===== src/rtl/multicycle_control_unit.sv =====
// Multi-cycle main control: Moore FSM sequencing fetch/decode/execute/memory/write-back
// over a shared memory port and ALU, with retired-instruction counting and sticky illegal-opcode flag.
module multicycle_control_unit #(
    parameter int unsigned              OPCODE_W      = 6,
    parameter int unsigned              ALUOP_W       = 2,
    parameter int unsigned              CNT_W         = 16,
    parameter bit                       MEM_HANDSHAKE = 1'b1,
    parameter logic [OPCODE_W-1:0]      OP_R          = 6'h00,
    parameter logic [OPCODE_W-1:0]      OP_ADDI       = 6'h08,
    parameter logic [OPCODE_W-1:0]      OP_SUBI       = 6'h09,
    parameter logic [OPCODE_W-1:0]      OP_LWI        = 6'h0A,
    parameter logic [OPCODE_W-1:0]      OP_BEQ        = 6'h04,
    parameter logic [OPCODE_W-1:0]      OP_J          = 6'h02,
    parameter logic [OPCODE_W-1:0]      OP_LW         = 6'h23,
    parameter logic [OPCODE_W-1:0]      OP_SW         = 6'h2B
) (
    input  logic                clk,
    input  logic                rst,
    input  logic [OPCODE_W-1:0] opcode,
    input  logic                mem_ready,
    output logic                PCWrite,
    output logic                PCWriteCond,
    output logic                IorD,
    output logic                MemRead,
    output logic                MemWrite,
    output logic                MemtoReg,
    output logic                IRWrite,
    output logic                RegDst,
    output logic                RegWrite,
    output logic                ALUSrcA,
    output logic [1:0]          ALUSrcB,
    output logic [1:0]          PCSource,
    output logic [ALUOP_W-1:0]  ALUOp,
    output logic [3:0]          state,
    output logic                instr_done,
    output logic                illegal_op,
    output logic [CNT_W-1:0]    retired
);

    typedef enum logic [3:0] {
        S_FETCH   = 4'd0,
        S_DECODE  = 4'd1,
        S_MEMADDR = 4'd2,
        S_MEMRD   = 4'd3,
        S_MEMWB   = 4'd4,
        S_MEMWR   = 4'd5,
        S_EXEC    = 4'd6,
        S_RWB     = 4'd7,
        S_IMMEXEC = 4'd8,
        S_IMMWB   = 4'd9,
        S_BRANCH  = 4'd10,
        S_JUMP    = 4'd11
    } state_t;

    localparam logic [ALUOP_W-1:0] ALU_ADD   = ALUOP_W'(0);
    localparam logic [ALUOP_W-1:0] ALU_SUB   = ALUOP_W'(1);
    localparam logic [ALUOP_W-1:0] ALU_FUNCT = ALUOP_W'(2);

    state_t                state_q, state_d;
    logic [OPCODE_W-1:0]   op_q;
    logic                  illegal_q;
    logic [CNT_W-1:0]      retired_q;
    logic                  rdy;
    logic                  done_c;
    logic                  illegal_set;

    assign rdy = MEM_HANDSHAKE ? mem_ready : 1'b1;

    always_ff @(posedge clk) begin
        if (rst) begin
            state_q   <= S_FETCH;
            op_q      <= '0;
            illegal_q <= 1'b0;
            retired_q <= '0;
        end else begin
            state_q <= state_d;
            if (state_q == S_DECODE) begin
                op_q <= opcode;
            end
            if (illegal_set) begin
                illegal_q <= 1'b1;
            end
            if (done_c) begin
                retired_q <= retired_q + CNT_W'(1);
            end
        end
    end

    always_comb begin
        state_d     = state_q;
        PCWrite     = 1'b0;
        PCWriteCond = 1'b0;
        IorD        = 1'b0;
        MemRead     = 1'b0;
        MemWrite    = 1'b0;
        MemtoReg    = 1'b0;
        IRWrite     = 1'b0;
        RegDst      = 1'b0;
        RegWrite    = 1'b0;
        ALUSrcA     = 1'b0;
        ALUSrcB     = 2'b00;
        PCSource    = 2'b00;
        ALUOp       = ALU_ADD;
        done_c      = 1'b0;
        illegal_set = 1'b0;

        case (state_q)
            S_FETCH: begin
                MemRead = 1'b1;
                ALUSrcB = 2'b01;
                IRWrite = rdy;
                PCWrite = rdy;
                if (rdy) state_d = S_DECODE;
            end
            S_DECODE: begin
                ALUSrcB = 2'b11;
                // Branch on the live opcode here; op_q only holds it from the next cycle on.
                if (opcode == OP_LW || opcode == OP_SW) begin
                    state_d = S_MEMADDR;
                end else if (opcode == OP_R) begin
                    state_d = S_EXEC;
                end else if (opcode == OP_ADDI || opcode == OP_SUBI || opcode == OP_LWI) begin
                    state_d = S_IMMEXEC;
                end else if (opcode == OP_BEQ) begin
                    state_d = S_BRANCH;
                end else if (opcode == OP_J) begin
                    state_d = S_JUMP;
                end else begin
                    state_d     = S_FETCH;
                    illegal_set = 1'b1;
                end
            end
            S_MEMADDR: begin
                ALUSrcA = 1'b1;
                ALUSrcB = 2'b10;
                state_d = (op_q == OP_LW) ? S_MEMRD : S_MEMWR;
            end
            S_MEMRD: begin
                MemRead = 1'b1;
                IorD    = 1'b1;
                if (rdy) state_d = S_MEMWB;
            end
            S_MEMWB: begin
                MemtoReg = 1'b1;
                RegWrite = 1'b1;
                done_c   = 1'b1;
                state_d  = S_FETCH;
            end
            S_MEMWR: begin
                MemWrite = 1'b1;
                IorD     = 1'b1;
                if (rdy) begin
                    done_c  = 1'b1;
                    state_d = S_FETCH;
                end
            end
            S_EXEC: begin
                ALUSrcA = 1'b1;
                ALUOp   = ALU_FUNCT;
                state_d = S_RWB;
            end
            S_RWB: begin
                RegDst   = 1'b1;
                RegWrite = 1'b1;
                done_c   = 1'b1;
                state_d  = S_FETCH;
            end
            S_IMMEXEC: begin
                ALUSrcA = 1'b1;
                ALUSrcB = 2'b10;
                ALUOp   = (op_q == OP_SUBI) ? ALU_SUB : ALU_ADD;
                state_d = S_IMMWB;
            end
            S_IMMWB: begin
                RegWrite = 1'b1;
                done_c   = 1'b1;
                state_d  = S_FETCH;
            end
            S_BRANCH: begin
                ALUSrcA     = 1'b1;
                ALUOp       = ALU_SUB;
                PCWriteCond = 1'b1;
                PCSource    = 2'b01;
                done_c      = 1'b1;
                state_d     = S_FETCH;
            end
            S_JUMP: begin
                PCWrite  = 1'b1;
                PCSource = 2'b10;
                done_c   = 1'b1;
                state_d  = S_FETCH;
            end
            default: begin
                state_d = S_FETCH;
            end
        endcase

        // Reset dominates every decode, including a wait in the middle of an access.
        if (rst) begin
            PCWrite     = 1'b0;
            PCWriteCond = 1'b0;
            IorD        = 1'b0;
            MemRead     = 1'b0;
            MemWrite    = 1'b0;
            MemtoReg    = 1'b0;
            IRWrite     = 1'b0;
            RegDst      = 1'b0;
            RegWrite    = 1'b0;
            ALUSrcA     = 1'b0;
            ALUSrcB     = 2'b00;
            PCSource    = 2'b00;
            ALUOp       = ALU_ADD;
            done_c      = 1'b0;
            illegal_set = 1'b0;
        end
    end

    assign state      = state_q;
    assign instr_done = done_c;
    assign illegal_op = illegal_q & ~rst;
    assign retired    = retired_q;

endmodule


===== config.mk =====
export PLATFORM = sky130hd
export DESIGN_NAME = multicycle_control_unit
export DESIGN_NICKNAME = d
export VERILOG_FILES = /design/src/rtl/multicycle_control_unit.sv
export SDC_FILE = /design/constraint.sdc
export NUM_CORES = 1
export LEC_CHECK = 0
export ABC_AREA = 0
export BUFFER_PORTS_ARGS = -buffer_cell sky130_fd_sc_hd__buf_2
export CAP_MARGIN = 40
export CORE_ASPECT_RATIO = 1.25
export CORE_MARGIN = 2
export CORE_UTILIZATION = 45
export CTS_CLUSTER_DIAMETER = 60
export CTS_CLUSTER_SIZE = 10
export DETAILED_ROUTE_END_ITERATION = 10
export PLACE_DENSITY = 0.76
export SYNTH_ARGS = -nofsm -noshare
export SYNTH_HDL_FRONTEND = slang
export SYNTH_SLANG_ARGS = --single-unit
export TNS_END_PERCENT = 1

===== constraint.sdc =====
create_clock -name clk -period 3.82 [get_ports clk]
set_input_delay 0.382 -clock clk [delete_from_list [all_inputs] [get_ports clk]]
set_output_delay 0.382 -clock clk [all_outputs]
set_load 0.02 [all_outputs]

* Word level (Yosys, flattened, before mapping)
Cells that the tools add are included.
** Word-level totals
- Register bits after elaboration :: 27
- Bits of input ports :: 9
- Output and inout bits :: 38
** Cells by class
- $add $sub $neg :: 1
- Equality and inequality tests :: 23
- Multiplexer cells :: 47
- Bitwise gates (word level) :: 2
- Reduce and logical (&&, ||, !) cells :: 12
** Operators by type and width (count)
- two-way mux 4 bit :: 8
- two-way mux 1 bit :: 29
- case mux 4 bit (7 select lines) :: 1
- == test 6 x 4 -> 1 bit, second input constant :: 4
- == test 6 bit, second input constant :: 3
- adder 16 x 1 -> 16 bit, second input constant :: 1
- == test 4 x 3 -> 1 bit, second input constant :: 4
- == test 4 bit, second input constant :: 4
- case mux 2 bit (3 select lines) :: 2
- == test 4 x 2 -> 1 bit, second input constant :: 2
- == test 6 x 2 -> 1 bit, second input constant :: 1
- == test 6 x 3 -> 1 bit, second input constant :: 1
- zero test 6 bit :: 1
- two-way mux 2 bit :: 3
- inequality test 2 bit, second input constant :: 3
- OR reduction 2 bit :: 3
- OR reduction 5 bit :: 1
- == test 4 x 1 -> 1 bit, second input constant :: 1
- zero test 4 bit :: 1
- case mux 1 bit (2 select lines) :: 2
- case mux 2 bit (2 select lines) :: 1
- OR reduction 4 bit :: 1
- logical OR 1 bit :: 3
- two-way mux 3 bit :: 1
- 4 further kinds :: 4

* Longest topological paths before layout
- Depth after elaboration :: 8
- Depth in mapped cells :: 7
- Mapped depth without buffers :: 4

* Worst setup path after synthesis
Ideal clock, no wire load.
- Kind :: register to output
- Start point :: register state_q[1], in the netlist state[1]
- End point :: output port PCSource[0]
- Arrival :: 1806 ps
- Data required time :: 3438 ps
- Path slack :: 1632 ps
- Cell stages (with the launch flop) :: 5
- Path buffers :: 2
- Cell sequence :: dfxtp_1 > clkbuf_1 > nand2b_1 > nor3_1 > buf_4
** On the way
- Word-level cells in the longest chain between the ends :: 3
- Elaborated cells between the ends (all ways) :: 4
- Classes of those cells :: eq/ne (2); mux (2)
** RTL lines
- from (decl) :: RTL line 59 : state_t state_q, state_d;
- from (signal assigned) :: RTL line 76 : state_q <= state_d;
- == test 4 bit :: RTL line 107 : case (state_q)
- case mux 2 bit (2 select lines) * :: RTL line 107
- two-way mux 2 bit * :: RTL line 199 : if (rst) begin
- to (decl) :: RTL line 32 : output logic [1:0] PCSource,
Every way passes the cells marked *; elsewhere a longest branch is shown, timed or not.

* Worst setup path in the final report
- Start point :: register state_q[1], in the netlist state[1]
- End point :: output port instr_done
** On the way
- Word-level cells in the longest chain between the ends :: 4
- Elaborated cells between the ends (all ways) :: 9
- Classes of those cells :: eq/ne (6); mux (2); reduce/logical (1)
** RTL lines
- == test 4 bit / == test 4 x 3 -> 1 bit (equally long branches) :: RTL line 107
- OR reduction 5 bit (no source line)
- case mux 1 bit (2 select lines) * :: RTL line 107
- two-way mux 1 bit * :: RTL line 199
- to (decl) :: RTL line 35 : output logic instr_done,
Marked as above.

==> impl_results.md <==
* Status: completed
* Sequential standard cell area at 540.5 µm²
* Final clock skew at 0.003533 ns
* # DRC at 0
* DR vias/cell at 6.047
* RR Startpoint: state[2]
* Post-CTS Setup Inserts at 0
* Setup_tns at 0 ns
* Arrival @ worst endpoint at 2.21 ns
* Fill count at 339
* Avg WL per Cell at 13.40 µm
* Worst Setup Path Type: register to output port
* Reg clk slew, reported paths at 0.10 ns
* DRT Pass-1 Iters at 4
* Clk root buf: clkbuf_8
* GRT Overall Usage at 0.1828
* Critical path peak fanout at 25
* Fin. Hold Viols at 0
* Hold Crit Class: input port to register
* Synth Area in Adders at 0.007587
* Largest family of logic cells by synthesized area: simple AND/OR/NAND/NOR gates
* Sequential area share after synthesis at 0.3278
* Post-synth top flop: dfxtp_1
* Multi-input logic area at 1036 µm²
* EDFF count, synth at 0
* Layout Cells excl Fill at 276
* P_leak at 0.7551 nW
* N_diodes at 0
* Startpoint types: register
* Sequential fraction of design power at 0.531
* Int Pwr at 0.4032 mW
* Sw Share at 0.2856
* Longest Clk Path Bufs at 2
* Skew-Pair Late Insertion Delay at 0.28 ns
* CP Cell Sequence: nor2b_1 -> o32a_1 -> buf_8 -> nor2_1 -> buf_2
* Worst vdd ir at 226.3 µV
* Most frequent cell after synthesis: dfxtp_1
* Pwr Density at 292.7 nW/µm²
* Total gr overflow at 0
* Tcrit/Tclk final at 0.6781
* Comb pwr share at 0.150
* Simple-gate share of the synthesized area at 0.3323
* IO Count at 47
* Starting Density at 0.4694
* Compound-Gate Fraction of Synth Area at 0.2102
* Clock power share at 0.319
* Initial antenna violation count at 0
* CTS Hold Bufs at 0
* Largest net degree at the start of global routing at 42
* R2R Path End: retired[13]
* Initial drt markers at 88
* Area share of the largest cell type after synthesis at 0.3278
* DP Wirelength at 2564 µm
* PortBufs at 46
* Layout cells sized above 1 at 0.2574
* R2r setup slk at 1.43 ns
* CTS Buf Count at 3
* First-pass GRT wire length at 6168 µm
* Critical Path Max Stage Delay at 0.70 ns
* Setup crit end: instr_done
* Synth top cells by count: dfxtp_1, a21oi_1, nor2_1
* Net Sw Power at 0.1612 mW
* CTS Sinks at 27
* Reg2Reg Depth at 5
* Yosys top cell by area: dfxtp_1
* CP Launch Point: state[1]
* Syn Area/Cell at 8.204 µm²
* XOR/XNOR Fraction of Synth Area at 0.01593
* YS warnings at 0
* Min Tclk post-route at 2.590 ns
* MaxCap Viol Count at 0
* Die area at 4168 µm²
* Final ANT Viol Nets at 0
* Synthesized area at 1649 µm²
* H-tree levels at 1
* Distinct cell type count after synthesis at 49
* Routed vias at 1669
* Final #Nets at 248
* Syn_nets at 211
* Crit-path slowest cell: dfxtp_1
* Die height at 71.68 µm
* Buf/Inv on CP at 2
* Row Count at 24
* Mux share of post-synthesis cell area at 0.06222
* P&R area growth vs syn at 16.92%
* Core Region at 3513 µm²
* Fmax at 386.0 MHz
* CTS tree: built
* Final GP Congestion at 0.7980
* Worst slew pin tran at 0.7164 ns
* Die width at 58.15 µm
* Placed insts at 272
* Asr flop ratio synth at 0
* Worst path top cell family by delay: flip-flops
* Fin. max-slew vios at 0
* Worst Setup End Kind: output port
* Synth Instances at 201
* Relative slew slack at 0.5224
* Top post-synthesis cells by area: dfxtp_1, a21oi_1, mux2i_1
* CP required at 3.44 ns
* RSZ-0062 raised after global routing: false
* Final setup vio count at 0
* Post-cts sizing count at 0
* Synth Register Bits at 27
* WL final at 3699 µm
* Number of global-route vias before repair at 1376
* Worst path depth at 5
==> layout by cell type, fill, tap and decap left out, types with 3 or more instances in the layout <==
master and count:
dfxtp_1 27, nor3_1 10, buf_2 46, o31ai_1 10, nor2_1 17, clkbuf_8 3
or3b_2 3, nand2_1 8, or4_1 10, a21oi_1 18, mux2i_1 8, nor3b_1 5
o21ai_0 5, nand4_1 3, nand3_1 6, or3_1 4, nor2b_1 7, nand2b_1 3
==> power groups by stage <==
stage               Combinational, mW  Sequential (mW)  Clock [mW]
global route                   0.0922            0.302       0.194
global placement               0.0843            0.306           0
finish                         0.0848            0.300       0.180
CTS                            0.0849            0.300       0.182
detailed placement             0.0848            0.306           0
floorplan                      0.0633            0.303           0
==> worst min path at each step <==
| stage | start | end | slack [ns] | depth (start not counted) |
|---|---|---|---|---|
| floorplan | op_q[2] | op_q[2] | 0.45 | 2 |
| global placement | retired[15] | retired[15] | 0.46 | 2 |
| detailed placement | retired[15] | retired[15] | 0.47 | 2 |
| CTS | opcode[3] | op_q[3] | 0.39 | 3 |
| global route | opcode[0] | op_q[0] | 0.42 | 3 |
| finish | opcode[0] | op_q[0] | 0.40 | 3 |
==> layer usage <==
metal | wire length (µm) | global-route usage
met5 | 0 | 0
met4 | 51 | 0.07752
met3 | 141 | 0.02708
met2 | 1811 | 0.2904
met1 | 1695 | 0.2450
==> kinds of logic after synthesis <==
| family | count (synthesis) |
|---|---|
| AOI/OAI and AO/OA | 52 |
| DFF | 27 |
| buffers and inverters | 17 |
| muxes | 10 |
| adders and majority gates | 1 |
| and+or+nand+nor | 91 |
| xor gates and xnor gates | 3 |
==> sequential cells by signal, summed over array words and instances, names as in the netlist <==
| name | cells |
|---|---|
| op_q | 6 |
| state | 4 |
| retired | 16 |
| illegal_q | 1 |
==> worst min-delay path: stages <==
cell and delay (ns):
buf_2 0.12, mux2i_1 0.07, nor2_1 0.07
==> final cells by class <==
| class | instances | share of cell area |
|---|---|---|
| clock buffer | 3 | 0.02141 |
| clock inverter | 1 | 0.004543 |
| inverter | 2 | 0.003894 |
| multi-input combinational | 157 | 0.5373 |
| sequential | 27 | 0.2803 |
| tap | 39 | 0.02531 |
| timing repair buffer | 47 | 0.1272 |
==> through the flow <==
stage,hold WS (ns),power [mW],utilization,area [µm²],setup slack (ns)
finish,0.3987,0.5644,0.5488,1928,1.230
CTS,0.3947,0.5664,0.5488,1928,1.248
detailed placement,0.4729,0.3909,0.5345,1878,1.481
floorplan,0.4519,0.3664,-,1649,1.632
global placement,0.4598,0.3903,0.5303,1863,1.325
global route,0.4168,0.5879,0.5488,1928,1.020
Note: power is estimated with default switching activity, not from simulation.
